### config.mk
export PLATFORM = sky130hd
export DESIGN_NAME = shift_frame_transmitter_flat
export DESIGN_NICKNAME = d
export VERILOG_FILES = /design/src/rtl/shift_frame_pkg.sv /design/src/rtl/shift_frame_transmitter_if.sv /design/src/rtl/shift_frame_transmitter_tx_holding_buffer.sv /design/src/rtl/shift_frame_transmitter.sv /design/src/flat_wrapper.sv
export SDC_FILE = /design/constraint.sdc
export NUM_CORES = 1
export LEC_CHECK = 0
export ABC_AREA = 1
export CELL_PAD_IN_SITES_DETAIL_PLACEMENT = 2
export CELL_PAD_IN_SITES_GLOBAL_PLACEMENT = 2
export CORE_UTILIZATION = 33
export CTS_BUF_LIST = sky130_fd_sc_hd__clkbuf_4
export DETAILED_ROUTE_END_ITERATION = 10
export GPL_ROUTABILITY_DRIVEN = 0
export PLACE_DENSITY_LB_ADDON = 0.1
export SYNTH_ARGS = -nofsm -noshare
export SYNTH_HDL_FRONTEND = slang
export SYNTH_SLANG_ARGS = --single-unit
### constraint.sdc
create_clock -name CONTROL_CLOCK -period 1.45 [get_ports CONTROL_CLOCK]
set_input_delay 0.2175 -clock CONTROL_CLOCK [delete_from_list [all_inputs] [get_ports CONTROL_CLOCK]]
set_output_delay 0.2175 -clock CONTROL_CLOCK [all_outputs]
set_load 0.01 [all_outputs]
### src/rtl/shift_frame_pkg.sv
// shift_frame_pkg: frame constants, FSM state type and frame builder for shift_frame_transmitter
package shift_frame_pkg;
  localparam int FRAME_BITS = 11;
  localparam int CNT_W = 4;
  localparam logic START_BIT = 1'b0;
  localparam logic STOP_BIT = 1'b1;
  localparam logic IDLE_LEVEL = 1'b1;
  typedef enum logic [1:0] {IDLE, SHIFT, GUARD} state_t;
  function automatic logic [FRAME_BITS-1:0] build_frame(input logic [7:0] data, input logic par);
    return {START_BIT, par, data, STOP_BIT};
  endfunction
endpackage

### src/rtl/shift_frame_transmitter_if.sv
// shift_frame_transmitter_if: producer handshake and serial-line bundle
interface shift_frame_transmitter_if;
  logic [7:0] PARALLEL_DATA_INPUT;
  logic TX_VALID;
  logic TX_READY;
  logic SERIAL_DATA_OUTPUT;
  logic BUSY;
  logic FRAME_DONE;
  modport master(output PARALLEL_DATA_INPUT, TX_VALID, input TX_READY, SERIAL_DATA_OUTPUT, BUSY, FRAME_DONE);
  modport slave(input PARALLEL_DATA_INPUT, TX_VALID, output TX_READY, SERIAL_DATA_OUTPUT, BUSY, FRAME_DONE);
endinterface

### src/rtl/shift_frame_transmitter_tx_holding_buffer.sv
// tx_holding_buffer: one-deep byte register, accepts on valid&&ready, freed by load
module tx_holding_buffer (
  input  logic       clk,
  input  logic       rst,
  input  logic [7:0] in_data,
  input  logic       in_valid,
  output logic       in_ready,
  input  logic       load,
  output logic [7:0] out_data,
  output logic       empty
);
  logic full_q, full_d;
  logic [7:0] data_q, data_d;
  always_comb begin
    full_d = (in_valid && !full_q) || (full_q && !load);
    data_d = in_valid && !full_q ? in_data : data_q;
  end
  always_ff @(posedge clk) begin
    if (rst) begin
      full_q <= 1'b0;
      data_q <= '0;
    end else begin
      full_q <= full_d;
      data_q <= data_d;
    end
  end
  assign in_ready = !full_q;
  assign empty = !full_q;
  assign out_data = data_q;
endmodule

### src/rtl/shift_frame_transmitter.sv
// shift_frame_transmitter: 8-bit to 11-bit MSB-first serial framer; SHIFT_TX_PARITY_EN enables odd parity
module shift_frame_transmitter
  import shift_frame_pkg::*;
#(
  parameter int GUARD_CYCLES = 1
) (
  input logic CONTROL_CLOCK,
  input logic RESET,
  shift_frame_transmitter_if.slave tx
);
  localparam logic [CNT_W-1:0] LAST_BIT = CNT_W'(FRAME_BITS - 1);
  localparam logic [2:0] LAST_GUARD = 3'(GUARD_CYCLES > 0 ? GUARD_CYCLES - 1 : 0);
  logic [7:0] buf_data;
  logic buf_empty, launch, frame_end, par;
  state_t state_q, state_d;
  logic [CNT_W-1:0] cnt_q, cnt_d;
  logic [2:0] gcnt_q, gcnt_d;
  logic [FRAME_BITS-1:0] frame_q, frame_d;
  logic busy_q, busy_d, done_q, done_d;
  tx_holding_buffer u_buf (
    .clk(CONTROL_CLOCK),
    .rst(RESET),
    .in_data(tx.PARALLEL_DATA_INPUT),
    .in_valid(tx.TX_VALID),
    .in_ready(tx.TX_READY),
    .load(launch),
    .out_data(buf_data),
    .empty(buf_empty)
  );
`ifdef SHIFT_TX_PARITY_EN
  assign par = ~^buf_data;
`else
  assign par = 1'b1;
`endif
  // frame register refills with idle level, so its MSB is the line in every state
  always_comb begin
    frame_end = state_q == GUARD ? gcnt_q == LAST_GUARD
              : state_q == SHIFT && cnt_q == LAST_BIT && GUARD_CYCLES == 0;
    launch = !buf_empty && (state_q == IDLE || frame_end);
    state_d = launch ? SHIFT : frame_end ? IDLE : state_q == SHIFT && cnt_q == LAST_BIT ? GUARD : state_q;
    cnt_d = state_q == SHIFT && state_d == SHIFT && !launch ? cnt_q + 1'b1 : '0;
    gcnt_d = state_q == GUARD && state_d == GUARD ? gcnt_q + 1'b1 : '0;
    frame_d = launch ? build_frame(buf_data, par) : {frame_q[FRAME_BITS-2:0], IDLE_LEVEL};
    busy_d = state_d != IDLE;
    done_d = state_d == GUARD ? gcnt_d == LAST_GUARD
           : state_d == SHIFT && cnt_d == LAST_BIT && GUARD_CYCLES == 0;
  end
  always_ff @(posedge CONTROL_CLOCK) begin
    if (RESET) begin
      state_q <= IDLE;
      cnt_q <= '0;
      gcnt_q <= '0;
      frame_q <= '1;
      busy_q <= 1'b0;
      done_q <= 1'b0;
    end else begin
      state_q <= state_d;
      cnt_q <= cnt_d;
      gcnt_q <= gcnt_d;
      frame_q <= frame_d;
      busy_q <= busy_d;
      done_q <= done_d;
    end
  end
  assign tx.SERIAL_DATA_OUTPUT = frame_q[FRAME_BITS-1];
  assign tx.BUSY = busy_q;
  assign tx.FRAME_DONE = done_q;
endmodule

### src/flat_wrapper.sv
// flat-port wrapper written by rule: the top's interface ports become plain ports
module shift_frame_transmitter_flat import shift_frame_pkg::*;
#(
  parameter int GUARD_CYCLES = 1
)
  (CONTROL_CLOCK, RESET, tx_PARALLEL_DATA_INPUT, tx_TX_VALID, tx_TX_READY, tx_SERIAL_DATA_OUTPUT, tx_BUSY, tx_FRAME_DONE);
  shift_frame_transmitter_if tx_i ();
  input logic CONTROL_CLOCK;
  input logic RESET;
  input wire logic [$bits(tx_i.PARALLEL_DATA_INPUT)-1:0] tx_PARALLEL_DATA_INPUT;
  input wire logic [$bits(tx_i.TX_VALID)-1:0] tx_TX_VALID;
  output wire logic [$bits(tx_i.TX_READY)-1:0] tx_TX_READY;
  output wire logic [$bits(tx_i.SERIAL_DATA_OUTPUT)-1:0] tx_SERIAL_DATA_OUTPUT;
  output wire logic [$bits(tx_i.BUSY)-1:0] tx_BUSY;
  output wire logic [$bits(tx_i.FRAME_DONE)-1:0] tx_FRAME_DONE;
  assign tx_i.PARALLEL_DATA_INPUT = tx_PARALLEL_DATA_INPUT;
  assign tx_i.TX_VALID = tx_TX_VALID;
  assign tx_TX_READY = tx_i.TX_READY;
  assign tx_SERIAL_DATA_OUTPUT = tx_i.SERIAL_DATA_OUTPUT;
  assign tx_BUSY = tx_i.BUSY;
  assign tx_FRAME_DONE = tx_i.FRAME_DONE;
  shift_frame_transmitter #(.GUARD_CYCLES(GUARD_CYCLES)) u_core (.CONTROL_CLOCK(CONTROL_CLOCK), .RESET(RESET), .tx(tx_i));
endmodule
**Yosys cells after proc, flatten, opt, wreduce, memory -nomap -nowiden**

Cells that the tools add are included.

- Add/subtract/negate cells: 2
- $mul: 0
- Div/mod/pow operators: 0
- Magnitude comparators: 0
- Equality and inequality tests: 5
- Shift operators: 0
- Multiplexer cells: 6
- Bitwise operators: 2
- Reductions and logical operators: 18

Operators by type and width:

| operator | count |
|---|---|
| 11-bit two-way mux | 1 |
| 1-bit logical AND | 7 |
| 3-bit zero test | 2 |
| 2-bit two-way mux | 3 |
| 2-bit OR reduction | 3 |
| 4-bit by 1-bit adder with 4-bit output (second input constant) | 1 |
| 2-bit by 1-bit equality test with 1-bit output (second input constant) | 2 |
| 2-bit equality test (second input constant) | 2 |
| 4-bit equality test (second input constant) | 1 |
| 3-bit by 1-bit adder with 3-bit output (second input constant) | 1 |
| 3-bit two-way mux | 1 |
| 1-bit zero test | 2 |
| 2-bit zero test | 1 |
| 1-bit logical OR | 2 |
| 1-bit NOT | 2 |
| 2-bit nonzero test | 1 |
| 1-bit two-way mux | 1 |

- Bits in registers: 31
- Latch bits: 0
- RAM bits: 0
- Memory bits (read-only): 0
- Input bits: 11
- Output and inout bits: 4
- Word-level logic and storage cells: 42
- Memories: 0

**Depth between registers and ports, before layout**

Gate-level depths: netlist of run 1.

- Depth in word-level cells: 10
- Depth in mapped cells: 8
- Mapped depth without buffers: 8

**Modules after synthesis**

From an unflattened synthesis of run 1, not the netlist that was laid out.

- Cells, all modules: 159
- Area, all modules: 1221.2 um2

By module, submodules not included:

| module | instances | cells an instance | area an instance (um2) |
|---|---|---|---|
| shift_frame_transmitter | 1 | 100 | 823.3 |
| tx_holding_buffer | 1 | 59 | 397.9 |

**Worst setup path before layout of run 1**

Ideal clock, no wire load.

- Kind: reg2reg
- Start: reg u_core.gcnt_q[0]
- End: reg u_core.frame_q[9]
- Arrival time: 1.085 ns
- Setup slack: 0.245 ns
- Cell stages (with the launch flop): 8
- Clock period less this slack: 1.205 ns
- Cell sequence: dfxtp_1 -> inv_1 -> ha_1 -> nand2_1 -> nand2_1 -> nand2_2 -> nand2_2 -> or2_1

- Longest elaborated chain between the ends: 5

RTL lines:

| item | line | source |
|---|---|---|
| from (decl) | shift_frame_transmitter.sv:17 | `logic [2:0] gcnt_q, gcnt_d;` |
| from (signal assigned) | shift_frame_transmitter.sv:59 | `gcnt_q <= gcnt_d;` |
| 3-bit zero test | shift_frame_transmitter.sv:37 | `frame_end = state_q == GUARD ? gcnt_q == LAST_GUARD` |
| 1-bit two-way mux | shift_frame_transmitter.sv:37 |  |
| 1-bit logical OR | shift_frame_transmitter.sv:39 | `launch = !buf_empty && (state_q == IDLE \|\| frame_end);` |
| 1-bit logical AND | shift_frame_transmitter.sv:39 |  |
| 2-bit OR reduction (no line) | -- |  |
| to (signal assigned) | shift_frame_transmitter.sv:60 | `frame_q <= frame_d;` |
| to (decl) | shift_frame_transmitter.sv:18 | `logic [FRAME_BITS-1:0] frame_q, frame_d;` |

Every way passes these cells.
A chain may end at the register's enable or synchronous reset.

**Worst setup path after layout of run 1**

- Start: reg u_core.busy_q (netlist: u_core.tx.BUSY)
- End: out tx_BUSY

RTL lines:

| item | line | source |
|---|---|---|
| from (decl) | shift_frame_transmitter.sv:19 | `logic busy_q, busy_d, done_q, done_d;` |
| from (signal assigned) | shift_frame_transmitter.sv:61 | `busy_q <= busy_d;` |
| to (decl) | flat_wrapper.sv:14 | `output wire logic [$bits(tx_i.BUSY)-1:0] tx_BUSY;` |

No word-level cell between the ends.

==> run summary, run 1 <==
Design Power: 1.58 mW
CTS Buf Count: 5
post-synthesis cell count: 139
synth warn: 0
# port buffers: 14
Worst Max-Slew Pin Slew: 0.314 ns
Die W: 61.1 um
CTS sink cnt: 30
vias: 951
DRC viols: 0
slowest cell on the critical path: clkdlybuf4s50_1
DRT iter0 DRCs: 22
gr ovfl total: 0
PwrDens: 1120 mW/mm^2
worst path required time: 1.23 ns
RSZ-0062 raised after global routing: yes
grt met3 use: 6.30%
register area share after synthesis: 52.1%
reg2reg path depth: 8
Rows: 21
DRT antenna net count: 0
Max-Cap Viols: 0
pre-CTS WS: 0.0131 ns
#FFs+latches synth: 30
cell area after synthesis: 0.00115 sq mm
Crit path largest cell delay: 0.53 ns
Core Box Area: 0.00334 sq mm
GRT busiest layer: met2
Tcrit/Tclk final: 96.2%
Nets: 175
Hold Crit Depth: 1
status: completed
critical path capture point type: primary output
Die Footprint: 0.00374 sq mm
layout cells sized above 1: 13.7%
delay-heaviest family, CP: buffers and inverters
CTS tree: yes
HP Class: flop to flop
Synth area leaders: dfxtp_1 (52%), nor2_1 (10%), inv_1 (4.9%)
grt met2 use: 30.1%
CP Cell Sequence: clkdlybuf4s50_1
Setup CP Type: flop to primary output
grt met1 use: 19.0%
routed vias/inst: 4.59
fill cell count: 416
Slew Limit Fails: 0
arrival time at the worst endpoint: 1.18 ns
first-pass GRT wire length: 4500 um
final hold violations: 0
total setup buffers inserted after CTS: 0
Area Growth Syn to Fin: 22.2%
Clock Path Buffers: 2
worst skew pair latency: 0.34 ns
vias in the first global route: 1028
startpoint types: flop
IO Pins: 15
share of the synthesized area in the top cell type: 52.1%
Setup Skew: 0.00879 ns
Net Count, Synth: 154
Worst VDD drop: 488 uV
crit path max fanout: 1
wire per inst: 13.5 um
Unique masters post-synth: 21
crit path time final: 1.39 ns
drt pass-1 iters: 2
clock-pin slew on the worst setup and hold paths: 0.10 ns
antenna violations before repair: 0
Pleak: 0.633 nW
largest net degree at the start of global routing: 12
hold_buf cts: 0
average cell area after synthesis: 8.30 sq um
final setup margin: 0.0553 ns
# setup viols final: 0
total routed wirelength: 2790 um
hpwl dp: 2080 um
largest area contributor in the netlist: dfxtp_1
maximum clock frequency: 717 MHz
n_diodes: 0
Tot GR Track Use: 17.6%
Slew HR: 79.1%
Root Driver: clkbuf_4
CP bufs+invs: 1
H-tree levels: 2
Worst path depth: 1
die height: 61.1 um
Initial Util: 34.6%
-- sequential cells by signal, indices dropped and copies added, names as in the netlist --
register,count
u_core.frame_q,10
u_core.tx.BUSY,1
u_core.u_buf.full_q,1
u_core.gcnt_q,3
u_core.cnt_q,4
u_core.u_buf.out_data,8
u_core.tx.FRAME_DONE,1
u_core.state_q,2
-- routing by layer --
metal | wire [um] | share of wire (%)
met3 | 85 | 3.1
met2 | 1440 | 52
met5 | 0 | 0
met1 | 1190 | 43
met4 | 64 | 2.3
-- per-stage QoR --
step	std cells	setup TNS [ns]	util [%]	hold WS, ns	instance area (sq um)
final	207	0	42.3	0.436	1410
after global routing	207	-0.00569	42.3	0.459	1410
after CTS	207	0	42.2	0.444	1410
after detailed placement	199	0	40.6	0.415	1360
after global placement	199	0	40.6	0.410	1360
after floorplan	139	0	-	0.352	1150
-- cell usage after synthesis --
| cell type | number |
|---|---|
| a21oi_1 | 5 |
| inv_2 | 3 |
| o21ai_0 | 8 |
| dfxtp_1 | 30 |
| inv_1 | 15 |
| nor2_1 | 31 |
| nor3_1 | 1 |
| nand2_1 | 14 |
| buf_6 | 1 |
| ha_1 | 4 |
| xor2_1 | 2 |
| nand2_2 | 2 |
| xnor2_1 | 1 |
| nor4_1 | 1 |
| nand3_1 | 6 |
| nor3_2 | 4 |
| nand4_1 | 1 |
| buf_2 | 3 |
| o211ai_1 | 4 |
| nor2_2 | 2 |
| or2_1 | 1 |
-- kinds of logic (layout without fill, tap and decap cells) --
kind of cell | after synthesis | in the layout | share of synthesized area (%)
buffers and inverters | 22 | 44 | 8.13
DFF | 30 | 30 | 52.1
xor gates and xnor gates | 3 | 3 | 2.28
adders and majority gates | 4 | 4 | 4.34
AOI/OAI and AO/OA | 17 | 17 | 8.24
and+or+nand+nor | 63 | 63 | 24.9
-- layout make-up --
cell class	count	area, sq um	area share (%)
repair buffers	18	171	12.2
flip-flops and latches	30	601	42.6
multi-input cells	87	459	32.6
clock buffers	6	45.0	3.19
well taps	46	57.6	4.08
inverters	18	67.6	4.79
clock inverters	2	8.76	0.621
-- worst paths after layout --
kind	startpoint	to	slack (ns)
min reg2reg	u_core.frame_q[8]	u_core.frame_q[9]	0.44
max	u_core.tx.BUSY	tx_BUSY	0.06
max reg2reg	u_core.gcnt_q[0]	u_core.frame_q[4]	0.09
min	u_core.frame_q[8]	u_core.frame_q[9]	0.44
-- worst register-to-register path, cell delays in order, from the launching register on --
cell,delay [ns]
dfxtp_1,0.37
inv_1,0.07
ha_1,0.21
nand2_1,0.09
nand2_1,0.08
nand2_2,0.10
buf_4,0.19
nor3_1,0.07
nor2_1,0.12
-- repair_timing --
| item | in CTS | in global routing |
|---|---|---|
| pin swaps | 0 | 0 |
| setup endpoints to repair | 1 | 2 |
| gates resized for setup | 1 | 1 |
-- cells in the final DEF (no fill, tap or decap), drive strengths merged, types with 2 or more instances in the layout --
cell type / count
clkinv: 2
a21oi: 5
dfxtp: 30
nand2: 16
xor2: 2
nand3: 6
o21ai: 8
ha: 4
buf: 4
nor3: 5
clkbuf: 6
clkdlybuf4s50: 12
inv: 18
nor2: 33
o211ai: 4
-- report_power, final --
part / switching [mW] / total (mW) / internal (mW)
sequential: 0.0251 / 0.902 / 0.877
combinational: 0.0992 / 0.179 / 0.0801
clock: 0.297 / 0.498 / 0.201
Note: power is estimated with default switching activity, not from simulation.
==> inputs of run 2 (changes only) <==
--- a/config.mk
+++ b/config.mk
@@ -8,6 +8,7 @@
 export ABC_AREA = 1
 export CELL_PAD_IN_SITES_DETAIL_PLACEMENT = 2
 export CELL_PAD_IN_SITES_GLOBAL_PLACEMENT = 2
+export CORE_ASPECT_RATIO = 0.8
 export CORE_UTILIZATION = 33
 export CTS_BUF_LIST = sky130_fd_sc_hd__clkbuf_4
 export DETAILED_ROUTE_END_ITERATION = 10
==> run 2 against run 1 <==
Net effect:
- critical path depth unchanged
- fmax increased by 1.1%
- global-route usage increased by 0.87 points
- sequential cell count unchanged
- count of clock-buffer cells in the layout increased by 1
- die area about the same
- final cell count decreased by 3.4%
- via count decreased by 0.74%
- combinational power increased by 3%
- clock power decreased by 3%
- sequential power about the same
- register-to-register slack improved by 0.03 ns
==> run summary, run 2 (synthesized netlist as in run 1, its figures left out) <==
CTS sink cnt: 30 (unchanged)
Initial Util: 36.1% (+1.5 points)
RSZ-0062 raised after global routing: no
hpwl dp: 2120 um (+1.7%)
worst path required time: 1.23 ns (about the same)
total setup buffers inserted after CTS: 0 (unchanged)
most flop-heavy register: u_core.frame_q
# setup viols final: 0 (unchanged)
Design Power: 1.57 mW (-0.67%)
Hold Crit Depth: 2 (+1)
Worst path depth: 1 (unchanged)
Comb power frac: 11.7% (+0.3 points)
total routed wirelength: 2800 um (+0.68%)
startpoint types: flop
CP bufs+invs: 1 (unchanged)
antenna violations before repair: 0 (unchanged)
Switching Share: 24.9% (-1.8 points)
IO Pins: 15 (unchanged)
Die W: 68.1 um (+11%)
CP Cell Sequence: clkdlybuf4s50_1
gr ovfl total: 0 (unchanged)
layout cells sized above 1: 15.6% (+2.0 points)
HP Class: flop to flop
pre-CTS WS: -0.0237 ns (-0.0368 ns)
final setup margin: 0.0704 ns (+0.0151 ns)
Setup Skew: 0.0118 ns (+0.00297 ns)
max FFs per register: 10 (unchanged)
n_diodes: 0 (unchanged)
Area Growth Syn to Fin: 22.8%
status: completed
Pleak: 0.636 nW (+0.36%)
first-pass GRT wire length: 4710 um (+4.6%)
Reg power frac: 57.5% (+0.4 points)
CTS Buf Count: 5 (unchanged)
Setup CP Type: flop to primary output
CP Launch Point: u_core.tx.FRAME_DONE
vias in the first global route: 1028 (unchanged)
drt pass-1 iters: 4 (+2)
# port buffers: 14 (unchanged)
maximum clock frequency: 725 MHz (+1.1%)
Nets: 175 (unchanged)
worst skew pair latency: 0.32 ns (-0.02 ns)
Max-Cap Viols: 0 (unchanged)
arrival time at the worst endpoint: 1.16 ns (-0.02 ns)
RR Startpoint: u_core.gcnt_q[0]
clock-pin slew on the worst setup and hold paths: 0.08 ns (-0.02 ns)
Core Box Area: 0.00320 sq mm (-4.2%)
reg2reg path depth: 7 (-1)
slowest cell on the critical path: clkdlybuf4s50_1
Slew Limit Fails: 0 (unchanged)
crit path max fanout: 1 (unchanged)
delay-heaviest family, CP: buffers and inverters
Tcrit/Tclk final: 95.1% (-1.0 points)
most frequent cells in the layout: nor2_1 (30), dfxtp_1 (29), inv_1 (15)
Clock Power Share: 30.8% (-0.7 points)
final hold violations: 0 (unchanged)
Die Footprint: 0.00374 sq mm (about the same)
PwrDens: 1110 mW/mm^2 (-1.1%)
Tot GR Track Use: 18.5% (+0.87 points)
wire per inst: 14.0 um (+4.2%)
DRT iter0 DRCs: 24 (+9.1%)
H-tree levels: 2 (unchanged)
WHS: 0.426 ns (-0.00996 ns)
Worst VDD drop: 577 uV (+18%)
vias: 944 (-0.74%)
routed vias/inst: 4.72 (+2.7%)
critical path capture point type: primary output
Root Driver: clkbuf_4
Worst Max-Slew Pin Slew: 0.363 ns (+0.0494 ns)
DRT antenna net count: 0 (unchanged)
crit path time final: 1.38 ns (-0.0151 ns)
Clock Path Buffers: 2 (unchanged)
Rows: 18 (-14%)
CTS tree: yes
Crit path largest cell delay: 0.53 ns (about the same)
DRC viols: 0 (unchanged)
Worst Min Path Start: u_core.frame_q[9]
largest net degree at the start of global routing: 12 (unchanged)
fill cell count: 357 (-14%)
Slew HR: 75.8% (-3.3 points)
die height: 54.9 um (-10%)
most common cell after layout, fill and taps aside: nor2_1
Psw: 391 uW (-7.3%)
Cell Int Power: 1.18 mW (+1.7%)
==> run 2: cell count changes in the layout (fill, tap and decap cells not counted), sizes merged <==
cell,previous run,this run
clkinv,2,0
clkdlybuf4s50,12,11
dlymetal6s2s,1,2
clkbuf,6,7
==> run 2: power groups by stage <==
stage	registers [mW]	logic, mW	clock network (mW)
after floorplan	0.916	0.106	0
after global placement	0.919	0.177	0
after detailed placement	0.920	0.187	0
after CTS	0.902	0.187	0.505
after global routing	0.908	0.208	0.544
final	0.901	0.184	0.483
==> run 2: stage by stage <==
| stage | cell area, sq um | utilization, % | cells | TNS [ns] |
|---|---|---|---|---|
| finish | 1420 | 44.3 | 200 | 0 |
| detailed placement | 1350 | 42.1 | 193 | -0.0442 |
| floorplan | 1150 | - | 139 | 0 |
| CTS | 1400 | 43.7 | 200 | 0 |
| global route | 1420 | 44.3 | 200 | 0 |
| global placement | 1350 | 42.1 | 193 | 0 |
==> run 2: cell type report <==
cell class	instances	area (sq um)	share of cell area (%)
Sequential cell	30	602	42.5
Multi-Input combinational cell	87	467	33.0
Timing Repair Buffer	18	178	12.5
Inverter	18	67.6	4.77
Clock buffer	7	52.6	3.71
Tap cell	40	50.0	3.53
==> run 2: path summary, 6_finish.rpt <==
path	to	slack (ns)
setup / recovery	tx_FRAME_DONE	0.07
hold reg to reg	u_core.frame_q[10]	0.43
hold / removal	u_core.frame_q[10]	0.43
setup reg to reg	u_core.frame_q[9]	0.12
==> run 2: what timing repair did <==
item	in CTS	in global routing
gates resized for setup	1	6
hold buffers	0	0
setup endpoints to repair	1	6
pin swaps	0	0
==> run 2: metal layers <==
layer	routed length, um	vias up	track usage (%)
li1	-	478	-
met1	1450	449	22.8
met2	1220	12	29.7
met3	98	5	6.88
met4	36	0	6.25
met5	0	-	0
